`src/rtl/demux1to4_32bit_pipe_pkg.sv`:
```
`default_nettype none
// ============================================================================
//  Module      : demux_pkg
//  Description : Shared types and constants for the registered 1-to-4 word
//                demultiplexer (demux1to4_32bit_pipe) and its slot sub-block.
//                  DATA_W  - word width
//                  NUM_CH  - number of output channels (2-bit select -> 4)
//                  CNT_W   - width of the optional per-channel counters
//                Optional feature macro: DEMUX_CNT_EN (per-channel counters).
//  Revision    : 1.0 - initial release
// ============================================================================
package demux_pkg;

    localparam int DATA_W = 32;
    localparam int NUM_CH = 4;
    localparam int CNT_W  = 16;

    typedef logic [1:0]        ch_sel_t;
    typedef logic [DATA_W-1:0] word_t;

    // Occupancy of a one-entry output slot.
    typedef enum logic [0:0] {
        SLOT_EMPTY = 1'b0,
        SLOT_FULL  = 1'b1
    } slot_state_t;

    // One-hot decode of a channel select.
    function automatic logic [NUM_CH-1:0] sel_onehot(input ch_sel_t sel);
        logic [NUM_CH-1:0] oh;
        oh      = '0;
        oh[sel] = 1'b1;
        return oh;
    endfunction

endpackage
`default_nettype wire

```
`src/rtl/demux1to4_32bit_pipe_slot.sv`:
```
`default_nettype none
// ============================================================================
//  Module      : demux_slot
//  Description : One-entry output holding register with a valid/ready drain
//                side. A load and a drain in the same cycle refill the slot
//                without a bubble. Optionally counts delivered words.
//  Ports       : clk, rst_n      - clock, asynchronous active-low reset
//                load            - write load_data into the slot this edge
//                load_data       - word to store
//                slot_ready      - slot can take a word this cycle
//                out_valid       - slot holds a word
//                out_ready       - consumer takes the word this cycle
//                out_data        - held word (held while empty)
//                cnt_clr/out_cnt - counter clear / delivered count
//                                  (only with DEMUX_CNT_EN)
//  Revision    : 1.0 - initial release
// ============================================================================
module demux_slot
    import demux_pkg::*;
#(
    parameter int SLOT_W = DATA_W
) (
    input  logic              clk,
    input  logic              rst_n,
    input  logic              load,
    input  logic [SLOT_W-1:0] load_data,
    output logic              slot_ready,
    output logic              out_valid,
    input  logic              out_ready,
`ifdef DEMUX_CNT_EN
    input  logic              cnt_clr,
    output logic [CNT_W-1:0]  out_cnt,
`endif
    output logic [SLOT_W-1:0] out_data
);

    localparam logic [0:0] c_ST_EMPTY = SLOT_EMPTY;
    localparam logic [0:0] c_ST_FULL  = SLOT_FULL;

    logic [0:0]        r_state;
    logic [0:0]        w_state_nxt;
    logic [SLOT_W-1:0] r_data;
    logic              w_drain;

    // A drain is a completed output handshake.
    // A load takes priority over a drain so a same-cycle refill stays FULL.
    always_comb begin
        w_drain     = (r_state == c_ST_FULL) && out_ready;
        w_state_nxt = r_state;
        if (load) begin
            w_state_nxt = c_ST_FULL;
        end else if (w_drain) begin
            w_state_nxt = c_ST_EMPTY;
        end
    end

    always_ff @(posedge clk or negedge rst_n) begin
        if (!rst_n) begin
            r_state <= c_ST_EMPTY;
            r_data  <= '0;
        end else begin
            r_state <= w_state_nxt;
            if (load) begin
                r_data <= load_data;
            end
        end
    end

    assign out_valid  = (r_state == c_ST_FULL);
    assign out_data   = r_data;
    // The slot can take a word when it is empty or is being drained now.
    assign slot_ready = (r_state == c_ST_EMPTY) || out_ready;

`ifdef DEMUX_CNT_EN
    logic [CNT_W-1:0] r_cnt;

    // Clear wins over a coincident handshake; natural wrap at all-ones.
    always_ff @(posedge clk or negedge rst_n) begin
        if (!rst_n) begin
            r_cnt <= '0;
        end else if (cnt_clr) begin
            r_cnt <= '0;
        end else if (w_drain) begin
            r_cnt <= r_cnt + 1'b1;
        end
    end

    assign out_cnt = r_cnt;
`endif

endmodule
`default_nettype wire

```
`src/rtl/demux1to4_32bit_pipe.sv`:
```
`default_nettype none
// ============================================================================
//  Module      : demux1to4_32bit_pipe
//  Description : Registered 1-to-4 demultiplexer. One word per cycle enters
//                on a valid/ready channel and is steered by in_sel into one
//                of four independent one-entry slots, each draining through
//                its own valid/ready channel. A stalled channel only blocks
//                words addressed to it.
//  Ports       : clk, rst_n - clock, asynchronous active-low reset
//                in_valid/in_ready/in_sel/in_data - input channel
//                out_valid[i]/out_ready[i]        - per-channel handshake
//                out_data  - channel i at [DATA_W*i +: DATA_W]
//                cnt_clr/out_cnt - counter clear / per-channel delivered
//                                  counts at [16*i +: 16]
//  Config      : DEMUX_CNT_EN - adds cnt_clr/out_cnt and the counters.
//  Revision    : 1.0 - initial release
// ============================================================================
module demux1to4_32bit_pipe #(
    parameter int DATA_W = 32,
    parameter int NUM_CH = 4
) (
    input  logic                                clk,
    input  logic                                rst_n,
    input  logic                                in_valid,
    output logic                                in_ready,
    input  logic [1:0]                          in_sel,
    input  logic [DATA_W-1:0]                   in_data,
    output logic [NUM_CH-1:0]                   out_valid,
    input  logic [NUM_CH-1:0]                   out_ready,
`ifdef DEMUX_CNT_EN
    input  logic                                cnt_clr,
    output logic [NUM_CH*demux_pkg::CNT_W-1:0]  out_cnt,
`endif
    output logic [NUM_CH*DATA_W-1:0]            out_data
);

    import demux_pkg::*;

    logic [NUM_CH-1:0] w_sel_oh;
    logic [NUM_CH-1:0] w_slot_rdy;
    logic              w_accept;

    assign w_sel_oh = sel_onehot(ch_sel_t'(in_sel));

    // Ready looks only at the addressed slot, so other stalled channels
    // never hold up this word.
    assign in_ready = w_slot_rdy[in_sel];
    assign w_accept = in_valid && in_ready;

    for (genvar gi = 0; gi < NUM_CH; gi++) begin : g_slot
        demux_slot #(
            .SLOT_W     (DATA_W)
        ) u_slot (
            .clk        (clk),
            .rst_n      (rst_n),
            .load       (w_accept && w_sel_oh[gi]),
            .load_data  (in_data),
            .slot_ready (w_slot_rdy[gi]),
            .out_valid  (out_valid[gi]),
            .out_ready  (out_ready[gi]),
`ifdef DEMUX_CNT_EN
            .cnt_clr    (cnt_clr),
            .out_cnt    (out_cnt[gi*CNT_W +: CNT_W]),
`endif
            .out_data   (out_data[gi*DATA_W +: DATA_W])
        );
    end

endmodule
`default_nettype wire

```
`config.mk`:
```
export PLATFORM = sky130hd
export DESIGN_NAME = demux1to4_32bit_pipe
export DESIGN_NICKNAME = d
export VERILOG_FILES = /design/src/rtl/demux1to4_32bit_pipe_pkg.sv /design/src/rtl/demux1to4_32bit_pipe_slot.sv /design/src/rtl/demux1to4_32bit_pipe.sv
export SDC_FILE = /design/constraint.sdc
export NUM_CORES = 1
export LEC_CHECK = 0
export CAP_MARGIN = 20
export CORE_ASPECT_RATIO = 1.75
export CORE_MARGIN = 3
export CORE_UTILIZATION = 45
export CTS_BUF_LIST = sky130_fd_sc_hd__clkbuf_8
export DETAILED_ROUTE_END_ITERATION = 10
export PLACE_DENSITY = 0.8
export SLEW_MARGIN = 30
export SYNTH_ARGS = -nofsm -noshare
export SYNTH_HDL_FRONTEND = slang
export SYNTH_SLANG_ARGS = --single-unit
```
`constraint.sdc`:
```
create_clock -name clk -period 1.7 [get_ports clk]
set_input_delay 0.255 -clock clk [delete_from_list [all_inputs] [get_ports clk]]
set_output_delay 0.255 -clock clk [all_outputs]
set_load 0.02 [all_outputs]
```
==> flow_metrics.env, run 1 <==
export IMPL_rsz0062_at_grt="true"
export IMPL_place_congestion=0.780
export IMPL_path_delay_family="multiplexers"
export IMPL_crit_fanout=2
export IMPL_violations="negative setup slack"
export IMPL_power_density_nw_per_um2=1300
export IMPL_numPortBuffers=173
export IMPL_yosys_warnings=0
export IMPL_status="complete, but fails checks"
export IMPL_grtUsageTotal_pct=20.5
export IMPL_cp_num_buf_inv=1
export IMPL_slowest_stage="mux4_2"
export IMPL_cp_end_kind="output port"
export IMPL_ir_drop_mv=1.03
export IMPL_syn_area_per_cell_um2=17.0
export IMPL_drv_cap=0
export IMPL_clk_pin_slew_ns=0.08
export IMPL_post_cts_buffers=0
export IMPL_r2r_start="g_slot[1].u_slot.out_valid$_DFFE_PN0P_"
export IMPL_start_util_pct=46.5
export IMPL_core_area_um2=10800
export IMPL_drc=0
export IMPL_cts_tree="yes"
export IMPL_cts_root_buf="clkbuf_8"
export IMPL_grt_overflow=0
export IMPL_hold_path_class="input pin to asynchronous set/reset pin"
export IMPL_cts_buffers=17
export IMPL_final_util_pct=70.1
export IMPL_post_route_min_period_ns=1.80
export IMPL_final_cell_mix="dfrtp_1, mux2_2, dlymetal6s2s_1"
export IMPL_slew_violations=0
export IMPL_grt_pass1_vias=3625
export IMPL_crit_path_max_incr_delay_ns=0.50
export IMPL_synth_area_leaders="dfrtp_1, mux2_2, buf_6, mux2_1, buf_4"
export IMPL_antenna_found_initial=0
export IMPL_die_h_um=146
export IMPL_n_antenna_cell=0
export IMPL_syn_to_final_growth_pct=50.7
export IMPL_avgRoutedWirePerCell_um=19.4
export IMPL_path_cells="nand2b_1 -> mux4_2 -> buf_6"
export IMPL_ys_seq_area_share_pct=65.7
export IMPL_dr_pass1_iters=4
export IMPL_drive_gt1_share_pct=36.3
export IMPL_netlist_area_um2=5030
export IMPL_synth_top_area_cell="dfrtp_1"
export IMPL_synthCells=296
export IMPL_syn_nets=337
export IMPL_die_w_um=85.9
export IMPL_clk_insertion_delay_late_ns=0.42
export IMPL_layout_commonest_cell="dfrtp_1"
export IMPL_grt_pass1_wl_um=19600
export IMPL_leakage_nw=3.88
export IMPL_cts_sinks=132
export IMPL_dp_hpwl_um=8830
export IMPL_cts_max_level=4
export IMPL_wl_um=12300
export IMPL_die_area_um2=12500
export IMPL_fp_row_count=50
export IMPL_stdcell_area_um2=7580
export IMPL_fmax_mhz=557
export IMPL_dr_total_vias=3245
export IMPL_skew_ns=0.0108
export IMPL_ant_nets=0
export IMPL_critPathKind="register to output port"
export IMPL_synth_cell_types=17
export IMPL_finalSetupViolations=1
export IMPL_fill_cells=736
export IMPL_synth_seq_cells=132
export IMPL_crit_arrival_ns=1.54
export IMPL_tightest_slew_ns=0.361
export IMPL_hold_violations=0
export IMPL_placed_area_um2=7020
export IMPL_regArea_um2=3300
export IMPL_clock_path_buffers=2
export IMPL_fin_nets=530
export IMPL_synth_top_area_share_pct=65.7
export IMPL_dr_first_iter_drc_count=72
export IMPL_io_pins=174
export IMPL_via_per_inst=5.13
export IMPL_crit_required_ns=1.44
export IMPL_startpoint_type="register"
export IMPL_grt_max_degree=56
export IMPL_post_route_period_util_pct=106
export IMPL_slew_headroom_pct=75.9
export IMPL_fin_ws_ns=-0.0954
export IMPL_multi_input_area_um2=1570
export IMPL_startpoint="g_slot[3].u_slot.out_valid$_DFFE_PN0P_"
-- worst reg2reg max path: cells and delay by family, from the launching register on --
family	cells	cell delay [ns]
AND/OR/NAND/NOR	2	0.40
multiplexers	1	0.35
buffers and inverters	2	0.33
flip-flops	1	0.40
-- metal layers --
| metal | GRT usage (%) | share of wire [%] | vias up |
|---|---|---|---|
| li1 | - | - | 1432 |
| met1 | 20.9 | 34 | 1664 |
| met2 | 36.1 | 55 | 124 |
| met3 | 8.27 | 7.7 | 25 |
| met4 | 9.11 | 2.5 | 0 |
| met5 | 0 | 0 | - |
-- flip-flops by register name, summed over array words and instances (netlist names) --
name / cells
g_slot.u_slot.out_valid: 4
g_slot.u_slot.out_data: 128
-- layout make-up --
class,instances,share of cell area (%)
sequential,132,43.6
timing repair buffer,193,28.1
multi-input combinational,145,20.8
tap,130,2.15
clock buffer,17,3.09
clock inverter,15,2.38
-- logic make-up after synthesis --
| family | synth area share, % |
|---|---|
| and+or+nand+nor | 1.92 |
| AOI/OAI and AO/OA | 0.0994 |
| muxes | 29.1 |
| DFF | 65.7 |
| buffers and inverters | 3.21 |
-- worst paths after layout --
| kind | depth (start not counted) | endpoint | slack (ns) |
|---|---|---|---|
| worst max-delay path | 3 | in_ready | -0.1 |
| worst min-delay path | 2 | g_slot[2].u_slot.out_data[28]$_DFFE_PN0P_ | 0.27 |
| worst max register to register | 5 | g_slot[1].u_slot.out_data[12]$_DFFE_PN0P_ | 0.10 |
| worst min register to register | 1 | g_slot[1].u_slot.out_data[30]$_DFFE_PN0P_ | 0.50 |
| max in group asynchronous | 3 | g_slot[2].u_slot.out_data[7]$_DFFE_PN0P_ | 0.80 |
| min in group clk | 1 | g_slot[1].u_slot.out_data[30]$_DFFE_PN0P_ | 0.50 |
-- stage by stage --
stage / total power, mW / hold slack, ns / worst slack, ns / instances / TNS (ns)
detailed placement: 7.45 / 0.193 / -0.426 / 599 / -25.24
finish: 9.87 / 0.273 / -0.0954 / 632 / -0.0954
global route: 10.3 / 0.271 / -0.187 / 632 / -0.187
floorplan: 5.65 / -0.0406 / 0.316 / 296 / 0
CTS: 10.1 / 0.249 / -0.143 / 632 / -0.143
global placement: 7.35 / 0.186 / -0.427 / 599 / -21.35
-- Yosys cell counts --
cell      number
and3_1         1
buf_2          5
buf_4          4
buf_6          9
clkbuf_2       1
dfrtp_1      132
mux2_1         4
mux2_2       124
mux4_2         1
nand2_1        5
nand2b_1       4
nand3_1        1
nand3b_1       1
nor2b_1        1
nor2b_2        1
nor3b_4        1
o21ai_0        1
-- where the power goes --
part	leakage (nW)	internal, mW	switching, mW
logic	2.12	1.53	1.52
registers	1.57	3.79	0.321
clock network	0.191	1.46	1.25
total	3.88	6.78	3.09
-- repair_timing --
action / CTS / global route
gates resized for setup: 40 / 70
endpoints found under the hold margin: 24 / 0
hold buffers: 1 / 0
cloned: 0 / 0
setup endpoints to repair: 35 / 71
Note: power is estimated with default switching activity, not from simulation.
==> inputs of run 2 (changes only) <==
--- a/config.mk
+++ b/config.mk
@@ -8,10 +8,10 @@
 export CAP_MARGIN = 20
 export CORE_ASPECT_RATIO = 1.75
 export CORE_MARGIN = 3
-export CORE_UTILIZATION = 45
+export CORE_UTILIZATION = 47
 export CTS_BUF_LIST = sky130_fd_sc_hd__clkbuf_8
 export DETAILED_ROUTE_END_ITERATION = 10
-export PLACE_DENSITY = 0.8
+export PLACE_DENSITY = 0.83
 export SLEW_MARGIN = 30
 export SYNTH_ARGS = -nofsm -noshare
 export SYNTH_HDL_FRONTEND = slang
==> flow_metrics.env, run 2 (synthesis gave the netlist of run 1 again) <==
export IMPL_status="complete, but fails checks"
export IMPL_violations="negative setup slack"
export IMPL_crit_path_max_incr_delay_ns=0.48
export IMPL_setup_tns_final_ns=-0.0622
export IMPL_final_cell_mix="dfrtp_1, mux2_2, clkdlybuf4s50_1"
export IMPL_cts_max_level=4
export IMPL_die_w_um=84.2
export IMPL_dr_total_vias=3223
export IMPL_drive_gt1_share_pct=36.1
export IMPL_finalSetupViolations=1
export IMPL_n_antenna_cell=0
export IMPL_tightest_slew_ns=0.335
export IMPL_clk_insertion_delay_late_ns=0.43
export IMPL_layout_commonest_cell="dfrtp_1"
export IMPL_core_area_um2=10400
export IMPL_fp_row_count=49
export IMPL_r2r_slack_ns=0.10
export IMPL_clk_pin_slew_ns=0.07
export IMPL_crit_required_ns=1.44
export IMPL_numPortBuffers=173
export IMPL_place_congestion=0.789
export IMPL_slowest_stage="mux4_2"
export IMPL_io_pins=174
export IMPL_cts_root_buf="clkbuf_8"
export IMPL_r2r_end="g_slot[1].u_slot.out_data[8]$_DFFE_PN0P_"
export IMPL_leakage_nw=3.83
export IMPL_hold_path_class="input pin to asynchronous set/reset pin"
export IMPL_ir_drop_mv=0.888
export IMPL_fmax_mhz=567
export IMPL_syn_to_final_growth_pct=50.1
export IMPL_grt_pass1_vias=3702
export IMPL_placed_area_um2=7000
export IMPL_dp_slack_ns=-0.424
export IMPL_power_density_nw_per_um2=1320
export IMPL_startpoint_type="register"
export IMPL_startpoint="g_slot[0].u_slot.out_valid$_DFFE_PN0P_"
export IMPL_crit_arrival_ns=1.51
export IMPL_cp_num_buf_inv=1
export IMPL_start_util_pct=48.5
export IMPL_cts_sinks=132
export IMPL_critPathKind="register to output port"
export IMPL_post_route_period_util_pct=104
export IMPL_crit_fanout=3
export IMPL_wl_um=12600
export IMPL_ant_nets=0
export IMPL_grt_max_degree=64
export IMPL_rr_worst_depth=5
export IMPL_die_area_um2=12000
export IMPL_hold_violations=0
export IMPL_post_route_min_period_ns=1.76
export IMPL_grtUsageTotal_pct=21.5
export IMPL_largest_reg_flops=128
export IMPL_rsz0062_at_grt="true"
export IMPL_dp_hpwl_um=9120
export IMPL_fin_nets=532
export IMPL_cts_tree="yes"
export IMPL_skew_ns=0.0116
export IMPL_clock_path_buffers=2
export IMPL_crit_end="in_ready"
export IMPL_slew_headroom_pct=77.7
export IMPL_dr_first_iter_drc_count=79
export IMPL_dr_pass1_iters=4
export IMPL_grt_overflow=0
export IMPL_cp_end_kind="output port"
export IMPL_path_cells="nand2b_1 -> mux4_2 -> buf_6"
export IMPL_path_delay_family="multiplexers"
export IMPL_avgRoutedWirePerCell_um=19.9
export IMPL_via_per_inst=5.11
export IMPL_drc=0
export IMPL_cp_depth=3
export IMPL_grt_pass1_wl_um=19600
export IMPL_drv_cap=0
export IMPL_r2r_start="g_slot[1].u_slot.out_valid$_DFFE_PN0P_"
export IMPL_antenna_found_initial=0
export IMPL_die_h_um=143
export IMPL_fin_ws_ns=-0.0622
export IMPL_slew_violations=0
export IMPL_stdcell_area_um2=7550
export IMPL_cts_buffers=17
export IMPL_total_power_mw=9.95
==> run 2: worst min-delay path by stage <==
| stage | from | endpoint |
|---|---|---|
| finish | rst_n | g_slot[3].u_slot.out_data[25]$_DFFE_PN0P_ |
| detailed placement | rst_n | g_slot[3].u_slot.out_data[26]$_DFFE_PN0P_ |
| global placement | rst_n | g_slot[3].u_slot.out_data[26]$_DFFE_PN0P_ |
| CTS | rst_n | g_slot[3].u_slot.out_data[25]$_DFFE_PN0P_ |
| global route | rst_n | g_slot[3].u_slot.out_data[25]$_DFFE_PN0P_ |
| floorplan | rst_n | g_slot[0].u_slot.out_data[0]$_DFFE_PN0P_ |
==> run 2: worst reg2reg max path: stages, from the launching register on <==
cell	delay (ns)
dfrtp_1	0.38
nand2b_1	0.09
buf_4	0.11
nor3b_4	0.23
buf_4	0.28
mux2_2	0.38
==> run 2: timing repair <==
action,4_1_cts,5_1_grt
setup endpoints to repair,47,61
endpoints found under the hold margin,78,0
hold buffers,1,0
gates resized for setup,52,60
buffers inserted,0,3
pin swaps,0,0
==> run 2: power by group <==
| group | internal, mW | total [mW] | switching (mW) |
|---|---|---|---|
| registers | 3.79 | 4.12 | 0.328 |
| clock network | 1.59 | 2.78 | 1.19 |
| logic | 1.50 | 3.05 | 1.55 |
==> run 2: area by class of cell <==
type	instances	area (um^2)
sequential	132	3300
tap	127	159
multi-input combinational	145	1570
fill	655	2810
clock buffer	17	234
timing repair buffer	195	2090
clock inverter	15	190
==> run 2: per-layer routing <==
layer  vias up  GRT usage (%)  part of all wire (%)
met3        29           7.04                   6.1
met5         -              0                     0
met2       120           40.9                    59
li1       1426              -                     -
met1      1648           19.9                    32
met4         0           11.0                   3.4
==> run 2: through the flow <==
step                      util [%]  std cells  hold slack, ns
final                         72.9        631           0.231
after global routing          72.9        631           0.207
after CTS                     71.2        628           0.199
after detailed placement      67.6        595           0.134
after global placement        67.6        595           0.134
after floorplan                  -        296         -0.0406
==> inputs of run 3 (changes only) <==
--- a/config.mk
+++ b/config.mk
@@ -11,7 +11,7 @@
 export CORE_UTILIZATION = 47
 export CTS_BUF_LIST = sky130_fd_sc_hd__clkbuf_8
 export DETAILED_ROUTE_END_ITERATION = 10
-export PLACE_DENSITY = 0.83
+export PLACE_DENSITY = 0.8
 export SLEW_MARGIN = 30
 export SYNTH_ARGS = -nofsm -noshare
 export SYNTH_HDL_FRONTEND = slang
==> flow_metrics.env, run 3 (synthesis gave the netlist of run 1 again) <==
export IMPL_status="complete, but fails checks"
export IMPL_violations="negative setup slack"
export IMPL_grt_overflow=0
export IMPL_cp_num_buf_inv=1
export IMPL_die_h_um=143
export IMPL_power_frac_comb_pct=31.1
export IMPL_ir_drop_mv=0.984
export IMPL_p_int_mw=6.71
export IMPL_die_w_um=84.2
export IMPL_grt_pass1_wl_um=19400
export IMPL_crit_fanout=3
export IMPL_largest_reg_flops=128
export IMPL_slew_violations=0
export IMPL_stdcell_area_um2=7610
export IMPL_grt_max_degree=61
export IMPL_hold_path_class="input pin to asynchronous set/reset pin"
export IMPL_antenna_found_initial=0
export IMPL_numPortBuffers=173
export IMPL_n_antenna_cell=0
export IMPL_slowest_stage="mux4_2"
export IMPL_avgRoutedWirePerCell_um=19.9
export IMPL_path_cells="nand2b_1 -> mux4_2 -> buf_6"
export IMPL_r2r_start="g_slot[1].u_slot.out_valid$_DFFE_PN0P_"
export IMPL_crit_path_max_incr_delay_ns=0.48
export IMPL_via_per_inst=5.11
export IMPL_layout_commonest_cell="dfrtp_1"
export IMPL_drc=0
export IMPL_clk_insertion_delay_late_ns=0.43
export IMPL_hold_violations=0
export IMPL_clk_pin_slew_ns=0.08
export IMPL_fin_ws_ns=-0.0526
export IMPL_grt_pass1_vias=3624
export IMPL_drive_gt1_share_pct=36.5
export IMPL_seq_power_share_pct=42.0
export IMPL_r2r_end="g_slot[1].u_slot.out_data[22]$_DFFE_PN0P_"
export IMPL_dr_total_vias=3227
export IMPL_post_route_period_util_pct=103
export IMPL_rr_worst_depth=5
export IMPL_slew_headroom_pct=77.2
export IMPL_leakage_nw=3.94
export IMPL_pwr_share_clk_pct=26.9
export IMPL_clock_path_buffers=2
export IMPL_multi_input_area_um2=1570
export IMPL_cts_buffers=17
export IMPL_cp_depth=3
export IMPL_final_cell_mix="dfrtp_1, mux2_2, dlymetal6s2s_1"
export IMPL_r2r_slack_ns=0.14
export IMPL_startpoint_type="register"
export IMPL_power_density_nw_per_um2=1290
export IMPL_skew_ns=0.00812
export IMPL_io_pins=174
export IMPL_cts_sinks=132
export IMPL_cp_end_kind="output port"
export IMPL_fp_row_count=49
export IMPL_grtUsageTotal_pct=21.4
export IMPL_critPathKind="register to output port"
export IMPL_post_route_min_period_ns=1.75
export IMPL_cts_tree="yes"
export IMPL_path_delay_family="multiplexers"
export IMPL_p_switching_mw=3.11
export IMPL_switching_share_pct=31.7
export IMPL_regArea_um2=3300
export IMPL_wl_um=12500
export IMPL_rsz0062_at_grt="true"
export IMPL_fmax_mhz=571
export IMPL_crit_arrival_ns=1.50
export IMPL_dr_first_iter_drc_count=111
export IMPL_syn_to_final_growth_pct=51.2
export IMPL_dr_pass1_iters=4
export IMPL_crit_required_ns=1.44
export IMPL_core_area_um2=10400
export IMPL_total_power_mw=9.82
export IMPL_die_area_um2=12000
export IMPL_fin_nets=532
export IMPL_start_util_pct=48.5
export IMPL_dp_slack_ns=-0.422
export IMPL_cts_max_level=4
export IMPL_cts_root_buf="clkbuf_8"
export IMPL_tightest_slew_ns=0.342
export IMPL_placed_area_um2=7040
export IMPL_final_util_pct=73.4
export IMPL_finalSetupViolations=1
export IMPL_startpoint="g_slot[2].u_slot.out_valid$_DFFE_PN0P_"
export IMPL_crit_end="in_ready"
export IMPL_fill_cells=628
export IMPL_ant_nets=0
export IMPL_place_congestion=0.754
export IMPL_drv_cap=0
export IMPL_dp_hpwl_um=9220
run 3: changes by cell type in the layout (fill, tap and decap cells not counted), sizes merged:
cell           before  now
clkdlybuf4s50      65   59
clkbuf             17   19
dlymetal6s2s       60   74
clkinv              7    5
dlygate4sd2        46   38
bufinv              4    2
clkinvlp            1    3
run 3: stage by stage:
stage | TNS [ns] | hold WS [ns] | cells
global route | -0.131 | 0.264 | 631
global placement | -24.81 | 0.182 | 597
detailed placement | -27.42 | 0.184 | 597
floorplan | 0 | -0.0406 | 296
finish | -0.0526 | 0.274 | 631
CTS | -0.0964 | 0.255 | 630
run 3: repair_timing:
item                                    CTS  global route
buffers inserted                          0             1
gates resized for setup                  44            74
endpoints found under the setup margin   39            75
endpoints found under the hold margin    23             0
hold buffers                              1             0
run 3: layer usage:
layer / track usage [%] / vias up / share of wire (%)
li1: - / 1440 / -
met1: 21.0 / 1654 / 33
met2: 40.8 / 112 / 59
met5: 0 / - / 0
met4: 8.05 / 0 / 2.0
met3: 7.16 / 21 / 6.1
run 3: how the worst min path moves through the flow:
stage / startpoint / to / slack [ns] / cells after the start
floorplan: rst_n / g_slot[0].u_slot.out_data[0]$_DFFE_PN0P_ / -0.04 / 0
global placement: rst_n / g_slot[2].u_slot.out_data[25]$_DFFE_PN0P_ / 0.18 / 1
detailed placement: rst_n / g_slot[2].u_slot.out_data[25]$_DFFE_PN0P_ / 0.18 / 1
CTS: rst_n / g_slot[3].u_slot.out_data[27]$_DFFE_PN0P_ / 0.26 / 2
global route: rst_n / g_slot[3].u_slot.out_data[25]$_DFFE_PN0P_ / 0.26 / 2
finish: rst_n / g_slot[3].u_slot.out_data[25]$_DFFE_PN0P_ / 0.27 / 2
run 3: final cells by class:
class / count / area share, %
sequential: 132 / 43.4
timing repair buffer: 195 / 28.4
multi-input combinational: 145 / 20.7
clock buffer: 19 / 3.44
tap: 127 / 2.09
clock inverter: 13 / 1.96
run 3: power groups by stage:
stage	clock (mW)	combinational (mW)	sequential (mW)
2_1_floorplan	0	0.682	4.97
3_3_place_gp	0	3.21	4.16
3_5_place_dp	0	3.27	4.21
4_1_cts	2.72	3.16	4.14
5_1_grt	2.85	3.19	4.20
6_report	2.64	3.06	4.12
==> RTL edit: new RTL, config.mk and constraints of run 3 <==
`DATA_W` is set to 32 in 2 places; all go to 36.
--- a/src/rtl/demux1to4_32bit_pipe_pkg.sv
+++ b/src/rtl/demux1to4_32bit_pipe_pkg.sv
@@ -12,5 +12,5 @@
 package demux_pkg;
 
-    localparam int DATA_W = 32;
+    localparam int DATA_W = 36;
     localparam int NUM_CH = 4;
     localparam int CNT_W  = 16;
--- a/src/rtl/demux1to4_32bit_pipe.sv
+++ b/src/rtl/demux1to4_32bit_pipe.sv
@@ -17,5 +17,5 @@
 // ============================================================================
 module demux1to4_32bit_pipe #(
-    parameter int DATA_W = 32,
+    parameter int DATA_W = 36,
     parameter int NUM_CH = 4
 ) (
Interface: changed (resized in_data and out_data); port bits go from 174 to 194. The function was not compared with the original's and may differ.
==> RTL edit against run 3 <==
- the flow still finishes with violations (negative setup slack)
- first-iteration DRC count down 49%
- sequential cell count up 16
- area after synthesis increased by 18%
- die area increased by 17%
- worst setup slack worse by 0.015 ns
- worst hold slack improved by 0.018 ns
- sequential share of layout area fell by 0.28 points
- cell area grew 13%
- wire length grew 15%
- via count up 10%
- cell count grew 14%
- critical path depth is the same
- total power rose by 15%
- critical endpoint unchanged
- largest power group unchanged
==> RTL edit: results (changes against run 3) <==
clock group power - 0.00301 W (+14%)
r2r startpoint - g_slot[1].u_slot.out_valid
crit path max-delay cell type - mux4_2
failing checks - negative setup slack
# nets final - 585 (+10%)
setup ws final - -0.0678 ns (-0.0152 ns)
largest net degree at the start of global routing - 59 (-3.3%)
HP Class - in2async
Total Wirelength - 14,400 µm (+15%)
run status - finished with violations
Worst Path Max Fanout - 2 (-1)
antenna violations before repair - 0 (unchanged)
Cell variety after synth - 17 (unchanged)
Largest stage delay, worst path - 0.47 ns
Port Buffers - 193 (+12%)
Root Driver - clkbuf_8
Reg clk slew, reported paths - 0.08 ns (about the same)
share of cells above drive strength 1 - 0.351 (-0.0143)
reg2reg setup slack - 0.08 ns (-0.06 ns)
synth top area cells - dfrtp_1, mux2_4, mux2_2
skew final - 0.00924 ns (+0.00112 ns)
measured slew at the worst slew-check pin - 0.308 ns (-0.0341 ns)
reg2reg path depth - 5 (unchanged)
sequential share of the synthesized area - 0.624 (-0.0326)
routability congestion estimate - 0.751 (-0.52%)
first-pass GRT wire length - 22,600 µm (+16%)
detailed-router iteration count before antenna repair - 4 (unchanged)
gr usage total - 0.209 (-0.00522)
Reg power frac - 0.415 (-0.005)
total CTS buffers - 17 (unchanged)
Largest register FFs - 144 (+13%)
H-tree depth - 4 (unchanged)
WHS - 0.293 ns (+0.0180 ns)
final setup vio count - 1 (unchanged)
1st-iter DRT viols - 57 (-49%)
Worst-Skew Late Latency - 0.42 ns
Post-synth EDFFs - 0 (unchanged)
FF-to-FF End - g_slot[1].u_slot.out_data[24]
Synth top cells by count - dfrtp_1, mux2_2, mux2_4
top-area cell type share of the netlist area - 0.624 (-0.0326)
Synth warnings - 0 (unchanged)
Post-CTS Setup Inserts - 2 (+2)
Peak VDD IR - 0.000761 V (-23%)
Power Density - 1310 nW/µm² (+1.5%)
vias in the first global route - 4,055 (+12%)
Top delay family on crit path - multiplexers
Syn Nets - 374 (+11%)
cts hold-fix bufs - 1 (unchanged)
residual DRC count - 0 (unchanged)
clock buffer depth - 2 (unchanged)
P_leak - 4.30 nW (+9.0%)
drt via density - 4.96 (-2.9%)
DP HPWL - 10,400 µm (+13%)
post-CTS resize count - 60 (+36%)
Placement Cell Area - 8050 µm² (+14%)
P_sw - 0.00343 W (+10%)
RTL edit: cell count changes after synthesis, moves of 3 or more:
cell     before  now
mux2_4        0   60
buf_12        0    6
buf_2         5    0
dfrtp_1     132  148
mux2_2      124   77
mux2_1        4    7
RTL edit: metal layers:
layer | global-route usage | vias to the layer above | routed length [µm]
met5 | 0 | - | 0
met4 | 0.0978 | 0 | 480
met3 | 0.0462 | 27 | 675
met2 | 0.387 | 122 | 8270
met1 | 0.221 | 1845 | 4970
li1 | - | 1570 | -
RTL edit: logic make-up after synthesis:
kind of cell    count (synthesis)  synth area share
compound gates                  1          0.000843
buf+inv                        20            0.0443
flops                         148             0.624
mux                           145             0.316
simple gates                   15            0.0152
RTL edit: worst max-delay path by stage:
stage / startpoint / end / slack [ns] / cells after the start
5_1_grt: g_slot[2].u_slot.out_valid / in_ready / -0.12 / 3
4_1_cts: g_slot[3].u_slot.out_valid / in_ready / -0.08 / 3
3_3_place_gp: in_sel[1] / in_ready / -0.39 / 3
6_report: g_slot[2].u_slot.out_valid / in_ready / -0.07 / 3
2_1_floorplan: g_slot[1].u_slot.out_valid / g_slot[1].u_slot.out_data[15] / 0.36 / 5
3_5_place_dp: out_ready[1] / in_ready / -0.43 / 4
RTL edit: final cells by class:
type	count	area, µm²
tap	165	206
clock inverter	12	176
clock buffer	20	275
timing repair buffer	212	2240
sequential	148	3700
fill	871	3620
multi-input combinational	161	1980
RTL edit: through the flow:
stage	TNS [ns]	cells	util	setup slack [ns]
final	-0.0678	718	0.704	-0.0678
after detailed placement	-29.26	683	0.659	-0.432
after floorplan	0	329	-	0.361
after global placement	-25.14	683	0.659	-0.392
after global routing	-0.119	718	0.704	-0.119
after CTS	-0.0849	718	0.693	-0.0849
